File: src/rtl/riscv_pkg.sv
// Shared constants, slot types and decode helpers for the data-memory pipeline.
package riscv_pkg;

   localparam int unsigned DATA_W = 32;
   localparam int unsigned STRB_W = DATA_W / 8;

   localparam logic [2:0] LOAD_NONE = 3'b000;
   localparam logic [2:0] LOAD_LB   = 3'b001;
   localparam logic [2:0] LOAD_LH   = 3'b010;
   localparam logic [2:0] LOAD_LW   = 3'b011;
   localparam logic [2:0] LOAD_LBU  = 3'b100;
   localparam logic [2:0] LOAD_LHU  = 3'b101;

   localparam logic [1:0] STORE_NONE = 2'b00;
   localparam logic [1:0] STORE_SB   = 2'b01;
   localparam logic [1:0] STORE_SH   = 2'b10;
   localparam logic [1:0] STORE_SW   = 2'b11;

   // DM1 carries the store fields because requests only issue from DM1.
   typedef struct packed {
      logic [4:0]        rd;
      logic              we;
      logic [DATA_W-1:0] alu;
      logic [2:0]        load;
      logic [1:0]        store;
      logic [DATA_W-1:0] store_data;
      logic              wb_sel;
      logic [1:0]        offset;
   } dm1_slot_t;

   typedef struct packed {
      logic [4:0]        rd;
      logic              we;
      logic [DATA_W-1:0] alu;
      logic [2:0]        load;
      logic              wb_sel;
      logic [1:0]        offset;
   } dm_slot_t;

   // Codes 110/111 decode as no load.
   function automatic logic is_load(input logic [2:0] code);
      return (code != LOAD_NONE) && (code <= LOAD_LHU);
   endfunction

   function automatic logic is_mem_op(input logic [2:0] load, input logic [1:0] store);
      return is_load(load) || (store != STORE_NONE);
   endfunction

endpackage

File: src/rtl/load_store_align.sv
// Combinational store strobe/data replication and load byte/half extract with extension.
module load_store_align
   import riscv_pkg::*;
(
   input  logic [1:0]        i_store_code,
   input  logic [1:0]        i_store_offset,
   input  logic [DATA_W-1:0] i_store_data,
   output logic [STRB_W-1:0] o_write_strobe,
   output logic [DATA_W-1:0] o_write_data,
   input  logic [2:0]        i_load_code,
   input  logic [1:0]        i_load_offset,
   input  logic [DATA_W-1:0] i_read_data,
   output logic [DATA_W-1:0] o_load_data
);

   logic [7:0]  w_byte;
   logic [15:0] w_half;

   always_comb begin
      o_write_strobe = '0;
      o_write_data   = i_store_data;
      case (i_store_code)
         STORE_SB: begin
            o_write_strobe = STRB_W'(1) << i_store_offset;
            o_write_data   = {4{i_store_data[7:0]}};
         end
         STORE_SH: begin
            o_write_strobe = i_store_offset[1] ? 4'b1100 : 4'b0011;
            o_write_data   = {2{i_store_data[15:0]}};
         end
         STORE_SW: o_write_strobe = 4'b1111;
         default:  ;
      endcase
   end

   always_comb begin
      w_byte = 8'h00;
      unique case (i_load_offset)
         2'd0: w_byte = i_read_data[7:0];
         2'd1: w_byte = i_read_data[15:8];
         2'd2: w_byte = i_read_data[23:16];
         2'd3: w_byte = i_read_data[31:24];
      endcase
      w_half = i_load_offset[1] ? i_read_data[31:16] : i_read_data[15:0];

      o_load_data = i_read_data;
      case (i_load_code)
         LOAD_LB:  o_load_data = {{24{w_byte[7]}}, w_byte};
         LOAD_LH:  o_load_data = {{16{w_half[15]}}, w_half};
         LOAD_LBU: o_load_data = {24'h000000, w_byte};
         LOAD_LHU: o_load_data = {16'h0000, w_half};
         default:  ;
      endcase
   end

endmodule

File: src/rtl/data_memory_stage.sv
// DM1/DM2/DM3 data-memory pipeline with cache request issue, load alignment,
// forwarding taps and the write-back register.
module data_memory_stage
   import riscv_pkg::*;
#(
   parameter logic HIGH = 1'b1,
   parameter logic LOW  = 1'b0
) (
   input  logic              CLK,
   input  logic              RST_N,
   input  logic              STALL_DATA_MEMORY_STAGE,
   input  logic [4:0]        RD_ADDRESS_IN,
   input  logic [DATA_W-1:0] ALU_OUT_IN,
   input  logic [2:0]        DATA_CACHE_LOAD_IN,
   input  logic [1:0]        DATA_CACHE_STORE_IN,
   input  logic [DATA_W-1:0] DATA_CACHE_STORE_DATA_IN,
   input  logic              WRITE_BACK_MUX_SELECT_IN,
   input  logic              RD_WRITE_ENABLE_IN,
   output logic              CACHE_REQ_VALID,
   input  logic              CACHE_REQ_READY,
   output logic [DATA_W-1:0] CACHE_REQ_ADDRESS,
   output logic [STRB_W-1:0] CACHE_REQ_WRITE_STROBE,
   output logic [DATA_W-1:0] CACHE_REQ_WRITE_DATA,
   input  logic              CACHE_RD_VALID,
   input  logic [DATA_W-1:0] CACHE_RD_DATA,
   output logic              STALL_REQUEST,
   output logic [DATA_W-1:0] RD_DATA_DM1,
   output logic [DATA_W-1:0] RD_DATA_DM2,
   output logic [DATA_W-1:0] RD_DATA_DM3,
   output logic [14:0]       FWD_RD_ADDRESS,
   output logic [2:0]        FWD_RD_WRITE_ENABLE,
   output logic [4:0]        RD_ADDRESS_OUT,
   output logic [DATA_W-1:0] RD_DATA_OUT,
   output logic              RD_WRITE_ENABLE_OUT
);

   dm1_slot_t         r_dm1;
   dm_slot_t          r_dm2;
   dm_slot_t          r_dm3;
   logic              r_issued;
   logic [4:0]        r_rd_address_out;
   logic [DATA_W-1:0] r_rd_data_out;
   logic              r_rd_write_enable_out;

   dm1_slot_t         w_ex_slot;
   logic              w_dm1_mem_op;
   logic              w_dm3_load;
   logic              w_handshake;
   logic              w_advance;
   logic [DATA_W-1:0] w_load_data;

   always_comb begin
      w_ex_slot            = '0;
      w_ex_slot.rd         = RD_ADDRESS_IN;
      w_ex_slot.we         = RD_WRITE_ENABLE_IN;
      w_ex_slot.alu        = ALU_OUT_IN;
      w_ex_slot.load       = DATA_CACHE_LOAD_IN;
      w_ex_slot.store      = DATA_CACHE_STORE_IN;
      w_ex_slot.store_data = DATA_CACHE_STORE_DATA_IN;
      w_ex_slot.wb_sel     = WRITE_BACK_MUX_SELECT_IN;
      w_ex_slot.offset     = ALU_OUT_IN[1:0];
   end

   load_store_align u_align (
      .i_store_code   (r_dm1.store),
      .i_store_offset (r_dm1.offset),
      .i_store_data   (r_dm1.store_data),
      .o_write_strobe (CACHE_REQ_WRITE_STROBE),
      .o_write_data   (CACHE_REQ_WRITE_DATA),
      .i_load_code    (r_dm3.load),
      .i_load_offset  (r_dm3.offset),
      .i_read_data    (CACHE_RD_DATA),
      .o_load_data    (w_load_data)
   );

   assign w_dm1_mem_op      = is_mem_op(r_dm1.load, r_dm1.store);
   assign w_dm3_load        = is_load(r_dm3.load) & r_dm3.wb_sel;
   assign CACHE_REQ_VALID   = w_dm1_mem_op & ~r_issued;
   assign CACHE_REQ_ADDRESS = {r_dm1.alu[DATA_W-1:2], 2'b00};
   assign w_handshake       = CACHE_REQ_VALID & CACHE_REQ_READY;

   assign STALL_REQUEST = (CACHE_REQ_VALID & ~CACHE_REQ_READY) | (w_dm3_load & ~CACHE_RD_VALID);
   assign w_advance     = ~STALL_REQUEST & ~STALL_DATA_MEMORY_STAGE;

   assign RD_DATA_DM1         = r_dm1.alu;
   assign RD_DATA_DM2         = r_dm2.alu;
   assign RD_DATA_DM3         = w_dm3_load ? w_load_data : r_dm3.alu;
   assign FWD_RD_ADDRESS      = {r_dm3.rd, r_dm2.rd, r_dm1.rd};
   assign FWD_RD_WRITE_ENABLE = {r_dm3.we, r_dm2.we, r_dm1.we};

   assign RD_ADDRESS_OUT      = r_rd_address_out;
   assign RD_DATA_OUT         = r_rd_data_out;
   assign RD_WRITE_ENABLE_OUT = r_rd_write_enable_out;

   always_ff @(posedge CLK or negedge RST_N) begin
      if (!RST_N) begin
         r_dm1                 <= '0;
         r_dm2                 <= '0;
         r_dm3                 <= '0;
         r_issued              <= LOW;
         r_rd_address_out      <= '0;
         r_rd_data_out         <= '0;
         r_rd_write_enable_out <= LOW;
      end else if (w_advance) begin
         r_rd_address_out      <= r_dm3.rd;
         r_rd_data_out         <= RD_DATA_DM3;
         r_rd_write_enable_out <= r_dm3.we;
         r_dm3                 <= r_dm2;
         r_dm2                 <= '{rd: r_dm1.rd, we: r_dm1.we, alu: r_dm1.alu, load: r_dm1.load,
                                    wb_sel: r_dm1.wb_sel, offset: r_dm1.offset};
         r_dm1                 <= w_ex_slot;
         r_issued              <= LOW;
      end else if (w_handshake) begin
         // Request accepted while frozen: remember it so it is not re-issued.
         r_issued <= HIGH;
      end
   end

endmodule
File: config.mk
export PLATFORM = sky130hd
export DESIGN_NAME = data_memory_stage
export DESIGN_NICKNAME = d
export VERILOG_FILES = /design/src/rtl/riscv_pkg.sv /design/src/rtl/load_store_align.sv /design/src/rtl/data_memory_stage.sv
export SDC_FILE = /design/constraint.sdc
export NUM_CORES = 1
export LEC_CHECK = 0
export BUFFER_PORTS_ARGS = -buffer_cell sky130_fd_sc_hd__buf_2
export CAP_MARGIN = 30
export CORE_MARGIN = 3
export CORE_UTILIZATION = 44
export DETAILED_ROUTE_END_ITERATION = 7
export GPL_TIMING_DRIVEN = 1
export MAX_ROUTING_LAYER = met4
export PLACE_DENSITY = 0.7
export SYNTH_ARGS = -nofsm -noshare
export SYNTH_HDL_FRONTEND = slang
export SYNTH_SLANG_ARGS = --single-unit
File: constraint.sdc
create_clock -name CLK -period 2.8 [get_ports CLK]
set_clock_uncertainty 0.05 [all_clocks]
set_input_delay 0.7 -clock CLK [delete_from_list [all_inputs] [get_ports CLK]]
set_output_delay 0.7 -clock CLK [all_outputs]
set_load 0.02 [all_outputs]
==> flow_summary.rst <==
.. list-table::
   :header-rows: 1

   * - Metric
     - Value
   * - Result of the run
     - finished, violations left
   * - Violated checks
     - setup timing
   * - Remaining routing DRC violations
     - 0
   * - Leakage dissipation
     - 6.64 nW
   * - Final worst setup slack
     - -0.225 ns
   * - Cell area after placement
     - 12,200 um2
   * - Initial Util
     - 44.8%
   * - Commonest register cell after synthesis
     - dfrtp_1
   * - Met1 Track Usage GR
     - 28.8%
   * - Instance count of the mapped netlist
     - 886
   * - Average routed wire per standard cell
     - 19.5 um
   * - Met2 track demand over resource in global routing
     - 33.5%
   * - Cell at the root of the clock tree
     - clkbuf_16
   * - Detail Route Antenna Nets
     - 0
   * - Critical Path RT
     - 2.05 ns
   * - Total power divided by cell area
     - 1580 nW/um2
   * - Placement row count
     - 57
   * - Seq cells post-synth
     - 199
   * - Wire length of the first global-routing pass
     - 43,700 um
   * - Register-to-register path setup slack
     - 0.36 ns
   * - CP bufs+invs
     - 3
   * - Vias per std cell
     - 5.16
   * - Final hold viol count
     - 0
   * - Relative slew slack
     - 64.5%
   * - Clock slew seen by the registers of the worst setup and hold paths
     - 0.08 ns
   * - 1st-iter DRT viols
     - 454
   * - Share of flip-flops with an asynchronous set or reset after synthesis
     - 100%
   * - DR vias
     - 7,621
   * - Number of enable-type register cells in the synthesized netlist
     - 0
   * - CTS max path bufs
     - 2
   * - Number of global-route vias before repair
     - 7,682
   * - Worst path top cell family by delay
     - multiplexers
   * - Overall overflow remaining after global route
     - 0
   * - TritonCTS clock tree
     - done
   * - Die boundary width
     - 164 um
   * - Area growth syn-to-layout
     - 24.2%
   * - Floorplan die area
     - 26,800 um2
   * - Kind of launch point of the worst setup path
     - flip-flop
   * - Worst skew pair latency
     - 0.43 ns
   * - Measured slew at the worst slew-check pin
     - 0.533 ns
   * - Number of buffers created by CTS
     - 17
   * - Global routing met3 resource utilization
     - 3.65%
   * - Max Fanout on Critical Path
     - 12
   * - Initial antenna violation count
     - 7
   * - Count of input and output buffers
     - 332
   * - Critical Path End Type
     - output pin
   * - Final count of pins violating max slew
     - 0
   * - Max Freq
     - 331 MHz
   * - Most used routing layer
     - met2
   * - Design Area, Final
     - 13,600 um2
   * - Post-Place Cells
     - 1,416
   * - Average size of a mapped cell
     - 12.3 um2
   * - Core region area
     - 24,400 um2
   * - Startpoint of the most critical register-to-register path
     - r_dm1[35]
   * - Slowest cell on the critical path
     - mux4_2
   * - Placer Congestion
     - 0.912
   * - Post-synthesis cell type count
     - 53
   * - Worst IR drop on VDD
     - 815 uV
   * - Global-route usage over all layers
     - 21.6%
   * - Final cycle utilization of the critical path
     - 108%
   * - Portion of the post-synthesis area used by sequential elements
     - 45.5%
   * - Share of final-layout standard cells stronger than drive strength 1
     - 61.6%
   * - Pre-CTS setup slack
     - -0.206 ns
   * - Post-synthesis instance area
     - 10,900 um2
   * - Count of yosys warnings during synthesis
     - 0
   * - Final Critical Period
     - 3.03 ns
   * - Non-filler instance count after layout
     - 1,477
   * - Maximum single-stage delay on the critical path
     - 0.57 ns
   * - Cell breakdown of the critical path
     - mux4_2 > a311oi_2 > buf_4 > buf_12 > a21oi_1 > buf_2
   * - Die Y-Extent
     - 164 um
   * - Final Net Count
     - 1,250
   * - Category of the most critical setup path
     - flip-flop to output pin
   * - Kind of path behind the tightest hold check
     - input port to async pin
   * - Number of optimization iterations in the first detailed-route pass
     - 5
   * - Number of I/O pins
     - 335
   * - Post-cts hold buffer count
     - 0
   * - Pin count of the biggest net entering global routing
     - 86
   * - RSZ-0062 raised after global routing
     - yes
   * - Worst slack on hold paths
     - 0.110 ns
   * - Cells on worst reg2reg path
     - 6
   * - Post-detail-place hpwl
     - 20,700 um
   * - Routed wire length
     - 28,800 um
   * - CTS H-tree depth
     - 4
   * - Critical path data arrival time
     - 2.28 ns
   * - # clock sinks
     - 199
   * - End of the worst register-to-register path
     - RD_DATA_DM1[23]
   * - Final setup viols
     - 32
   * - Max Cap Violations
     - 0
per-layer routing:
layer | vias to the layer above | part of all wire, %
met5 | - | 0
met4 | 0 | 2.0
met3 | 39 | 5.5
met2 | 268 | 49
met1 | 3804 | 43
li1 | 3510 | -
flip-flops by register name, indices dropped and copies added (netlist names):
| signal | cells |
|---|---|
| RD_WRITE_ENABLE_OUT | 1 |
| r_dm3 | 36 |
| FWD_RD_ADDRESS | 15 |
| RD_DATA_DM1 | 32 |
| r_dm1 | 38 |
| r_issued | 1 |
| RD_ADDRESS_OUT | 5 |
| r_dm2 | 4 |
| FWD_RD_WRITE_ENABLE | 3 |
| RD_DATA_OUT | 32 |
| RD_DATA_DM2 | 32 |
cells by family after synthesis:
logic type / count (synthesis) / synth area share [%]
buffers and inverters: 202 / 12.4
other: 1 / 0.0343
XOR/XNOR: 1 / 0.0801
AO/OA/AOI/OAI: 126 / 8.08
multiplexers: 228 / 27.7
flip-flops: 199 / 45.5
AND/OR/NAND/NOR: 124 / 5.60
adder cells (fa/ha/maj): 5 / 0.572
repair_timing:
item	CTS	global route
setup endpoints to repair	48	42
resized for setup	62	69
gates cloned	3	1
hold endpoints to repair	0	0
setup buffers	12	5
pin swaps	10	21
final cells by class:
| cell class | count | area (um2) |
|---|---|---|
| fill | 2105 | 10800 |
| timing repair buffer | 402 | 2510 |
| multi-input combinational | 488 | 4980 |
| inverter | 24 | 91.3 |
| clock buffer | 18 | 439 |
| sequential | 199 | 4990 |
| antenna | 8 | 20.0 |
| tap | 324 | 405 |
| clock inverter | 14 | 159 |
worst register-to-register path, cell delays in order (launching register included):
cell and delay, ns:
dfrtp_2 0.43, inv_2 0.09, ha_1 0.21, a21boi_2 0.20, o31ai_4 0.41, buf_12 0.44, mux2_2 0.49
Yosys cell counts, drive strengths merged (2+ instances only):
cell type  instances  area [um2]
mux2             205        2750
dfrtp            199        4980
buf              157        1180
nor2              49         184
a21oi             39         199
nand2             34         128
inv               23        86.3
clkbuf            21        78.8
mux2i             19         190
o211ai            16         120
o21ai             11        55.1
o311ai             9        78.8
a22o               8        70.1
a22oi              8        60.1
nand4bb            8        90.1
o22ai              8        50.1
nor2b              6        37.5
nor3               6        30.0
ha                 5        62.6
nand2b             5        31.3
nor3b              5        37.5
a311o              4        40.0
a32o               4        40.0
mux4               4        90.1
and3               3        18.8
a211o              2        17.5
a211oi             2        15.0
a31o               2        17.5
a31oi              2        12.5
and2               2        12.5
nor4b              2        17.5
o21ba              2        20.0
or2                2        12.5
or3                2        12.5
worst max-delay path by stage:
stage / startpoint / endpoint / slack (ns) / cells past startpoint
2_1_floorplan: CACHE_RD_DATA[31] / RD_DATA_DM3[20] / 0.04 / 4
3_3_place_gp: CACHE_RD_DATA[23] / RD_DATA_DM3[20] / -0.13 / 7
3_5_place_dp: CACHE_RD_DATA[23] / RD_DATA_DM3[25] / -0.21 / 7
4_1_cts: r_dm3[7] / RD_DATA_DM3[25] / -0.23 / 6
5_1_grt: r_dm3[7] / RD_DATA_DM3[25] / -0.32 / 8
6_report: r_dm3[7] / RD_DATA_DM3[25] / -0.23 / 6
layout by cell type, fill, tap and decap left out, drive strengths merged, types with 3 or more instances in the layout:
master,instances
buf,399
mux2,205
dfrtp,199
nor2,49
a21oi,39
nand2,34
inv,29
clkbuf,20
mux2i,19
o211ai,16
o21ai,11
o311ai,9
diode,8
a22oi,8
o22ai,8
a22o,8
nand4bb,8
clkinv,7
nor2b,6
nor3,6
nor3b,5
nand2b,5
ha,5
mux4,4
a311o,4
a32o,4
and3,3
or3,3
metrics by stage:
step | power [mW] | utilization (%) | TNS, ns
global placement | 17.4 | 50.2 | -2.41
detailed placement | 17.6 | 50.2 | -3.64
global route | 22.8 | 55.7 | -8.08
CTS | 20.9 | 54.1 | -5.75
floorplan | 14.7 | - | 0
finish | 21.5 | 55.7 | -5.11
power breakdown:
group,internal [mW],switching [mW],total (mW)
logic,6.25,7.11,13.4
registers,4.36,1.29,5.64
clock network,1.30,1.22,2.52
total,11.9,9.62,21.5
No activity file was read; power rests on OpenSTA's default activity.
